**src/rtl/response_fault_injector_pkg.sv**
```systemverilog
// Shared types for the PSL response fault injector: response codes, the
// response interface record, window descriptors and injector states.
package response_fault_injector_pkg;

    localparam int unsigned DEFAULT_NUM_WINDOWS       = 4;
    localparam int unsigned DEFAULT_COUNT_WIDTH       = 16;
    localparam int unsigned DEFAULT_HOLDOFF_RESPONSES = 8;

    // Window bounds are stored at full width; narrower counters are
    // zero-extended before comparison, so out-of-range bounds never alias.
    localparam int unsigned MAX_COUNT_WIDTH = 16;

    // PSL response codes.
    typedef enum logic [7:0] {
        RESP_DONE    = 8'h00,
        RESP_AERROR  = 8'h01,
        RESP_DERROR  = 8'h03,
        RESP_NLOCK   = 8'h04,
        RESP_NRES    = 8'h05,
        RESP_FLUSHED = 8'h06,
        RESP_FAULT   = 8'h07,
        RESP_FAILED  = 8'h08,
        RESP_PAGED   = 8'h0A,
        RESP_CONTEXT = 8'h0B
    } resp_code_e;

    // Raw PSL response as seen by the AFU.
    typedef struct packed {
        logic        valid;
        logic [7:0]  tag;
        logic        tag_parity;
        logic [7:0]  response;
        logic [8:0]  credits;
        logic [1:0]  cache_state;
        logic [12:0] cache_pos;
    } response_interface_t;

    // One programmable injection window.
    typedef struct packed {
        logic                       enable;
        logic [MAX_COUNT_WIDTH-1:0] lo;
        logic [MAX_COUNT_WIDTH-1:0] hi;
        resp_code_e                 code;
    } fault_window_t;

    typedef enum logic [1:0] {
        ST_DISABLED = 2'd0,
        ST_ACTIVE   = 2'd1,
        ST_HOLDOFF  = 2'd2
    } injector_state_e;

    // A window matches when enabled and lo <= count <= hi; lo > hi never matches.
    function automatic logic window_matches(input fault_window_t w,
                                            input logic [MAX_COUNT_WIDTH-1:0] count);
        return w.enable && (w.lo <= count) && (count <= w.hi);
    endfunction

endpackage

```
**src/rtl/response_fault_injector_window_match.sv**
```systemverilog
// Combinational priority match of the response count against all windows;
// the lowest-indexed matching window supplies the replacement code.
module fault_window_match
    import response_fault_injector_pkg::*;
#(
    parameter int unsigned NUM_WINDOWS = DEFAULT_NUM_WINDOWS,
    parameter int unsigned COUNT_WIDTH = DEFAULT_COUNT_WIDTH
) (
    input  fault_window_t [NUM_WINDOWS-1:0] windows_in,
    input  logic [COUNT_WIDTH-1:0]          count_in,
    input  logic                            eligible_in,
    output logic                            hit_out,
    output resp_code_e                      code_out
);

    logic [MAX_COUNT_WIDTH-1:0] count_ext;

    assign count_ext = MAX_COUNT_WIDTH'(count_in);

    // Priority encode: first match from index 0 upwards wins.
    always_comb begin
        hit_out  = 1'b0;
        code_out = RESP_DONE;
        for (int unsigned i = 0; i < NUM_WINDOWS; i++) begin
            if (!hit_out && eligible_in && window_matches(windows_in[i], count_ext)) begin
                hit_out  = 1'b1;
                code_out = windows_in[i].code;
            end
        end
    end

endmodule

```
**src/rtl/response_fault_injector.sv**
```systemverilog
// Registered PSL response stage that counts valid responses and overwrites
// DONE codes with a programmed error inside MMIO-configured count windows.
module response_fault_injector
    import response_fault_injector_pkg::*;
#(
    parameter int unsigned NUM_WINDOWS       = DEFAULT_NUM_WINDOWS,
    parameter int unsigned COUNT_WIDTH       = DEFAULT_COUNT_WIDTH,
    parameter int unsigned HOLDOFF_RESPONSES = DEFAULT_HOLDOFF_RESPONSES
) (
    input  logic                           clock,
    input  logic                           rst,
    input  logic                           enabled_in,
    input  response_interface_t            response_in,
    input  logic                           cfg_write,
    input  logic [$clog2(NUM_WINDOWS)-1:0] cfg_index,
    input  fault_window_t                  cfg_window,
    output response_interface_t            response_out,
    output logic [COUNT_WIDTH-1:0]         response_count_out,
    output logic [31:0]                    inject_count_out,
    output logic                           holdoff_out
);

    localparam int unsigned HOLD_W = $clog2(HOLDOFF_RESPONSES + 2);

    injector_state_e                 state_q, state_d;
    response_interface_t             response_q, response_d;
    logic [COUNT_WIDTH-1:0]          count_q, count_d;
    logic [31:0]                     inject_q, inject_d;
    logic [HOLD_W-1:0]               holdoff_cnt_q, holdoff_cnt_d;
    fault_window_t [NUM_WINDOWS-1:0] windows_q, windows_d;
    logic                            enabled_prev_q, enabled_prev_d;

    logic       match_eligible;
    logic       match_hit;
    resp_code_e match_code;

    // Only genuine DONE responses seen while ACTIVE may be overwritten.
    assign match_eligible = (state_q == ST_ACTIVE) && response_in.valid &&
                            (response_in.response == RESP_DONE);

    fault_window_match #(
        .NUM_WINDOWS (NUM_WINDOWS),
        .COUNT_WIDTH (COUNT_WIDTH)
    ) u_match (
        .windows_in  (windows_q),
        .count_in    (count_q),
        .eligible_in (match_eligible),
        .hit_out     (match_hit),
        .code_out    (match_code)
    );

    // Next-state, counter, window and output-register computation.
    always_comb begin
        state_d        = state_q;
        response_d     = response_in;
        count_d        = count_q;
        inject_d       = inject_q;
        holdoff_cnt_d  = holdoff_cnt_q;
        windows_d      = windows_q;
        enabled_prev_d = enabled_in;

        // Matching above uses windows_q, so a same-cycle write only affects
        // later responses.
        if (cfg_write) begin
            windows_d[cfg_index] = cfg_window;
        end

        case (state_q)
            ST_DISABLED: begin
                if (enabled_in && !enabled_prev_q) begin
                    count_d  = '0;
                    inject_d = '0;
                    state_d  = ST_ACTIVE;
                end
            end

            ST_ACTIVE: begin
                if (response_in.valid) begin
                    if (count_q != '1) begin
                        count_d = count_q + COUNT_WIDTH'(1);
                    end
                    if (match_hit) begin
                        response_d.response = match_code;
                        if (inject_q != '1) begin
                            inject_d = inject_q + 32'd1;
                        end
                        if (match_code == RESP_PAGED && HOLDOFF_RESPONSES != 0) begin
                            state_d       = ST_HOLDOFF;
                            holdoff_cnt_d = HOLD_W'(HOLDOFF_RESPONSES);
                        end
                    end
                end
                if (!enabled_in) begin
                    state_d = ST_DISABLED;
                end
            end

            ST_HOLDOFF: begin
                if (response_in.valid) begin
                    if (count_q != '1) begin
                        count_d = count_q + COUNT_WIDTH'(1);
                    end
                    holdoff_cnt_d = holdoff_cnt_q - HOLD_W'(1);
                    if (holdoff_cnt_q == HOLD_W'(1)) begin
                        state_d = ST_ACTIVE;
                    end
                end
                if (!enabled_in) begin
                    state_d = ST_DISABLED;
                end
            end

            default: begin
                state_d = ST_DISABLED;
            end
        endcase
    end

    // State, counters, windows and the response output register.
    always_ff @(posedge clock or posedge rst) begin
        if (rst) begin
            state_q        <= ST_DISABLED;
            response_q     <= '0;
            count_q        <= '0;
            inject_q       <= '0;
            holdoff_cnt_q  <= '0;
            windows_q      <= '0;
            enabled_prev_q <= 1'b0;
        end else begin
            state_q        <= state_d;
            response_q     <= response_d;
            count_q        <= count_d;
            inject_q       <= inject_d;
            holdoff_cnt_q  <= holdoff_cnt_d;
            windows_q      <= windows_d;
            enabled_prev_q <= enabled_prev_d;
        end
    end

    assign response_out       = response_q;
    assign response_count_out = count_q;
    assign inject_count_out   = inject_q;
    assign holdoff_out        = (state_q == ST_HOLDOFF);

endmodule

```
**config.mk**
```make
export PLATFORM = sky130hd
export DESIGN_NAME = response_fault_injector
export DESIGN_NICKNAME = d
export VERILOG_FILES = /design/src/rtl/response_fault_injector_pkg.sv /design/src/rtl/response_fault_injector_window_match.sv /design/src/rtl/response_fault_injector.sv
export SDC_FILE = /design/constraint.sdc
export NUM_CORES = 1
export LEC_CHECK = 0
export BUFFER_PORTS_ARGS = -buffer_cell sky130_fd_sc_hd__buf_2
export CAP_MARGIN = 40
export CORE_ASPECT_RATIO = 0.9
export CORE_MARGIN = 5
export CORE_UTILIZATION = 58
export DETAILED_ROUTE_END_ITERATION = 16
export GPL_TIMING_DRIVEN = 0
export PLACE_DENSITY = 0.78
export SYNTH_ARGS = -nofsm -noshare
export SYNTH_HDL_FRONTEND = slang
export SYNTH_SLANG_ARGS = --single-unit
```
**constraint.sdc**
```tcl
create_clock -name clock -period 10.54 [get_ports clock]
set_input_delay 1.581 -clock clock [delete_from_list [all_inputs] [get_ports clock]]
set_output_delay 1.581 -clock clock [all_outputs]
set_load 0.02 [all_outputs]
```
==> flow_summary.ini, run 1 <==
[cts]
cts_buffers = 27
clockBufferDepth = 3
cts_sinks = 261
postCtsResizedCells = 0
cts_tree = yes
clock_latency_ns = 0.54
cts_setup_buffers = 0
cts.clk_slew.worst_paths_ns = 0.06
postCtsHoldBufs = 0
htreeDepth = 1
cts-root-buf = clkbuf_16

[pwr]
p_per_area_nw_per_um2 = 179
cellLeakagePower_nw = 7.54
combPwrFrac_pct = 21.5
p_seq_share_pct = 43.9
clockPowerShare_pct = 34.6
p_sw_mw = 0.827
peakVddDrop_v = 0.000132
intPower_mw = 2.00
sw_frac_of_total_pct = 29.3

[placement]
io_buffers = 179
dp_hpwl_mm = 25.0
routabilityCongestion = 0.885
dpl.cell_count = 1687

[sta]
fmax_mhz = 198
slew_headroom_pct = 44.2
rsz0062_at_grt = false
setup-violations-final = 0
finalMaxSlewViolations = 0
min_period_ns = 5.05
post-route-period-util_pct = 47.9
timing_hold_violations_final = 0
tightest_slew_ns = 0.830
skew_ns = 0.0106

[critical_path]
worstPathArrival_ns = 5.48
setup.worst_path.start_class = flop
critical_path_required_ns = 10.97
critPathTopFamily = simple AND/OR/NAND/NOR gates
worstSetupPathType = flop to flop
crit_slowest_cell = nor4_2
cp-end-kind = flop
crit_path_cell_trace = ha_1, nand4_1, nor4_1, nor3_1, o31a_1, nor4_2, clkbuf_1, a211oi_1, o31ai_1, o2111ai_2, a31oi_1, mux2_2
crit_path_max_incr_delay_ns = 0.74
path_buf_inv = 1
cp_max_fo = 10

[synthesis]
syn_nets = 1428
synthCells = 1203
dominantRegCellSynth = dfrtp_1
synth_seq_cells = 261
async_flop_share_pct = 100
synth_edf_count = 0
synth_most_common_cell = dfrtp_1
yosys.area.top_type = dfrtp_1
synth_top_area_share_pct = 48.3
synth_top_cells_by_count = 261 x dfrtp_1, 149 x mux2_2, 136 x ha_1
yosys_warnings = 0
synth_area_leaders = dfrtp_1 48%, ha_1 13%, mux2_2 12%
synth_area_per_cell_um2 = 11.2
synth_cell_types = 66
synth_area_um2 = 13500
synth_sequential_area_ratio_pct = 48.3

[grt]
track_usage_pct = 25.6
grt_pass1_wl_mm = 54.5
grt_start_max_net_pins = 95
grt_pass1_vias = 10500
grt_overflow = 0
antenna_found_initial = 0

[routing]
drtIter0Drc = 687
wire_per_inst_um = 19.5
vias = 10100
drc = 0
via_per_inst = 5.80
drt-total-wl_mm = 33.9
first_pass_iters = 5
final_antenna_net_count = 0

[floorplan]
core.rowCount = 53
chipWidth_um = 171
die_y_um = 155
die_area_um2 = 26500
coreArea_um2 = 23100
initial_core_util_pct = 58.5
num_io_pins = 180

[outcome]
status = finished, final reports clean

[layout]
instances_no_fill = 1735
num-nets-final = 1639
drive_gt1_share_pct = 27.2
area_growth_pct = 16.6
final_util_pct = 68.2
fillers = 1743
diodes = 0

[min_path]
min_path_type = flop to flop

[run]
maxCapViolCount = 0
per-stage QoR:
stage | area, um^2 | setup TNS (ns) | power [mW] | hold slack (ns) | worst slack (ns)
2_1_floorplan | 13500 | 0 | 1.66 | 0.462 | 1.78
3_3_place_gp | 14800 | -224.14 | 1.81 | 0.483 | -0.888
3_5_place_dp | 14900 | 0 | 1.85 | 0.487 | 5.07
4_1_cts | 15800 | 0 | 2.84 | 0.508 | 5.60
5_1_grt | 15800 | 0 | 2.97 | 0.515 | 5.30
6_report | 15800 | 0 | 2.82 | 0.505 | 5.49
worst register-to-register path: stages, from the launching register on:
cell	delay, ns
dfrtp_1	0.51
ha_1	0.39
nand4_1	0.28
nor4_1	0.66
nor3_1	0.11
o31a_1	0.18
nor4_2	0.74
clkbuf_1	0.45
a211oi_1	0.10
o31ai_1	0.42
o2111ai_2	0.37
a31oi_1	0.37
mux2_2	0.37
sequential cells by signal, summed over array words and instances, names as in the netlist:
register,flops
holdoff_cnt_q,4
response_count_out,16
enabled_prev_q,1
state_q,2
inject_count_out,32
response_out,42
windows_q,164
power groups by stage:
stage          Sequential [mW]  Combinational, mW  Clock [mW]
2_1_floorplan             1.24              0.412           0
3_3_place_gp              1.25              0.566           0
3_5_place_dp              1.25              0.600           0
4_1_cts                   1.24              0.607       0.993
5_1_grt                   1.25              0.685        1.03
6_report                  1.24              0.606       0.977
layout by cell type (no fill, tap or decap), types with 4 or more instances in the layout:
cell type  synthesis  final
a211oi_1           6      6
a21boi_0          11     11
a21oi_1           55     55
a221o_1            4      4
a221oi_1           4      4
a222oi_1           4      4
and2_1             4      4
and3_1            18     18
buf_1             12     13
buf_2              2    181
clkbuf_1          15     22
clkbuf_16          0     27
clkbuf_8           0      6
dfrtp_1          261    261
ha_1             136    136
inv_1            104    103
mux2_2           149    149
mux2i_1            5      5
nand2_1           73     73
nand2b_1           6      6
nand3_1           38     38
nand4_1           35     35
nor2_1            64     64
nor2b_1            8      8
nor3_1            17     17
nor3b_1            4      4
nor4_1             9      9
o211ai_1           6      6
o21ai_0           37     37
o31a_1             5      5
o31ai_1            4      4
or2_2              4      4
or3_1              4      4
or4_1              4      4
xnor2_1           22     22
xor2_1            20     20
per-layer routing:
| layer | vias to the layer above | GRT usage (%) | part of all wire, % | wire (um) |
|---|---|---|---|---|
| li1 | 4725 | - | - | - |
| met1 | 4934 | 34.7 | 42 | 14400 |
| met2 | 335 | 42.5 | 48 | 16300 |
| met3 | 71 | 4.90 | 6.5 | 2210 |
| met4 | 0 | 7.20 | 2.9 | 981 |
| met5 | - | 0 | 0 | 0 |
worst paths after layout:
| kind | depth (start not counted) | endpoint | slack, ns | start |
|---|---|---|---|---|
| setup / recovery | 12 | state_q[0] | 5.49 | response_count_out[14] |
| hold / removal | 1 | windows_q[54] | 0.50 | windows_q[54] |
| setup reg to reg | 12 | state_q[0] | 5.49 | response_count_out[14] |
| hold reg to reg | 1 | windows_q[54] | 0.50 | windows_q[54] |
| max in group asynchronous | 4 | windows_q[95] | 8.20 | rst |
| min in group asynchronous | 2 | response_out[0] | 1.08 | rst |
final cells by class:
type                            instances  area [um^2]  share of cell area, %
Buffer                                 30          123                  0.777
Clock buffer                           40          785                   4.97
Clock inverter                          8          126                  0.801
Inverter                              104          398                   2.52
Multi-Input combinational cell        808         6490                   41.1
Sequential cell                       261         6530                   41.4
Tap cell                              302          378                   2.39
Timing Repair Buffer                  182          955                   6.05
cell families (layout without fill, tap and decap cells):
kind of cell               after synthesis  in the layout  synth area share, %
DFF                                    261            261                 48.3
muxes                                  154            154                 12.8
xor gates and xnor gates                42             42                 2.72
buffers and inverters                  134            364                 3.79
adders and majority gates              136            136                 12.6
AOI/OAI and AO/OA                      168            168                 8.19
and+or+nand+nor                        308            308                 11.7
(Power assumes the default switching activity.)
==> run 2, diff against run 1 <==
==> constraint.sdc (replaced) <==
create_clock -name clock -period 5.1 [get_ports clock]
set_input_delay 0.765 -clock clock [delete_from_list [all_inputs] [get_ports clock]]
set_output_delay 0.765 -clock clock [all_outputs]
set_load 0.02 [all_outputs]
==> run 2 against run 1 <==
Core utilization up 0.88 points. Total power up 110%. Sequential share of layout area down 0.52 points. Sequential power up 110%. Fmax up 1.8%. Combinational power up 110%. Critical endpoint unchanged.
==> flow_summary.ini, run 2 (synthesized netlist as in run 1, its figures left out) <==
[cts]
cts.clk_slew.worst_paths_ns = 0.07
cts_sinks = 261
cts_buffers = 28
postCtsResizedCells = 0
clockBufferDepth = 3
cts_tree = yes
clock_latency_ns = 0.54
htreeDepth = 1
postCtsHoldBufs = 0
cts_setup_buffers = 0
cts-root-buf = clkbuf_16

[sta]
timing_hold_violations_final = 0
skew_ns = 0.00937
timing.setup.tns_ns = 0
setup-violations-final = 0
fmax_mhz = 202
worst_slack_ns = 0.138
post-route-period-util_pct = 97.3
finalMaxSlewViolations = 0
rsz0062_at_grt = true
tightest_slew_ns = 0.830
slew_headroom_pct = 44.7
min_period_ns = 4.96

[critical_path]
crit_path_cell_trace = inv_1, ha_1, nand4_1, or4_1, or3_1, nor3b_1, a211oi_1, and3_1, a211oi_1, o31ai_1, o2111ai_2, a31oi_1, mux2_2
worstPathArrival_ns = 5.38
cp-end-kind = flop
critical_path_required_ns = 5.52
setup.worst_path.start_class = flop
cp_max_fo = 9
crit_path_max_incr_delay_ns = 0.60
path_common_cell = a211oi_1
reg2reg_to = state_q[0]
reg2reg_depth = 13
worstSetupPathType = flop to flop
r2r_start = response_count_out[14]
crit_slowest_cell = dfrtp_1
rrSetupSlack_ns = 0.14

[floorplan]
chipWidth_um = 171
num_io_pins = 180
initial_core_util_pct = 58.5
die_area_um2 = 26500
core.rowCount = 53
coreArea_um2 = 23100
die_y_um = 155

[routing]
drc = 0
wire_per_inst_um = 19.7
vias = 10300
final_antenna_net_count = 0
drtIter0Drc = 725
via_per_inst = 5.87
drt-total-wl_mm = 34.4
first_pass_iters = 5

[placement]
routabilityCongestion = 0.890
dpl.cell_count = 1693
io_buffers = 179
pre_cts_ws_ns = 0.165
dp_hpwl_mm = 25.4

[layout]
final_cell_mix = 261 x dfrtp_1, 181 x buf_2, 149 x mux2_2, 136 x ha_1, 103 x inv_1
largest_reg_flops = 164
final_common_cell = dfrtp_1
final_util_pct = 69.1
area_growth_pct = 18.1
instances_no_fill = 1746
num-nets-final = 1646
drive_gt1_share_pct = 27.9
regMostFlops = windows_q

[grt]
grt_pass1_vias = 10400
grt_overflow = 0
antenna_found_initial = 2
grt_start_max_net_pins = 40
grt_pass1_wl_mm = 54.8
track_usage_pct = 25.7

[pwr]
peakVddDrop_v = 0.000303
cellLeakagePower_nw = 7.64
finalPower_mw = 6.01
p_per_area_nw_per_um2 = 376

[outcome]
status = finished, final reports clean

[run]
maxCapViolCount = 0

[min_path]
min_path_type = input port to async pin
run 2: cell count changes in the layout (fill, tap and decap cells not counted), moves of 2 or more:
| cell | previous run | this run |
|---|---|---|
| clkbuf_1 | 22 | 19 |
| bufinv_16 | 3 | 5 |
| diode_2 | 0 | 2 |
| clkinv_2 | 1 | 8 |
| buf_12 | 0 | 7 |
| clkbuf_16 | 27 | 29 |
| clkbuf_8 | 6 | 3 |
run 2: metrics by stage:
step                      area (um^2)  hold slack, ns
after floorplan                 13500           0.462
final                           16000           0.174
after global placement          14800           0.485
after global routing            16000           0.175
after CTS                       16000           0.169
after detailed placement        15000           0.486
run 2: layer usage:
layer / part of all wire [%] / GRT usage (%)
met4: 2.4 / 6.07
met5: 0 / 0
met3: 7.2 / 4.78
met1: 43 / 35.6
met2: 48 / 42.4
run 2: area by class of cell:
| type | count | area (um^2) |
|---|---|---|
| well taps | 302 | 378 |
| clock inverters | 15 | 205 |
| multi-input cells | 808 | 6500 |
| plain buffers | 30 | 123 |
| clock buffers | 36 | 782 |
| fillers | 1714 | 7160 |
| diodes | 2 | 5.00 |
| inverters | 104 | 394 |
| flip-flops and latches | 261 | 6530 |
| repair buffers | 188 | 1070 |
run 2: where the power goes:
group / leakage, nW / internal [mW] / switching, mW
Sequential: 3.18 / 2.36 / 0.197
Combinational: 3.97 / 0.563 / 0.719
Clock: 0.486 / 1.33 / 0.841
Total: 7.64 / 4.26 / 1.76
run 2: worst max-delay path by stage:
stage | from | to | slack (ns) | depth (start not counted)
after CTS | response_count_out[5] | state_q[0] | 0.13 | 13
after detailed placement | response_count_out[5] | state_q[0] | 0.17 | 13
after global placement | rst | windows_q[57] | -0.57 | 2
final | response_count_out[14] | state_q[0] | 0.14 | 13
after global routing | response_count_out[10] | state_q[0] | -0.03 | 13
after floorplan | rst | enabled_prev_q | 0.89 | 1
run 2: critical path, delay by kind of cell, from the launching register on:
family / cells / cell delay [ns]
simple gates: 5 / 1.64
buf+inv: 1 / 0.24
compound gates: 5 / 1.61
mux: 1 / 0.37
fa+ha+maj: 1 / 0.37
flops: 1 / 0.60
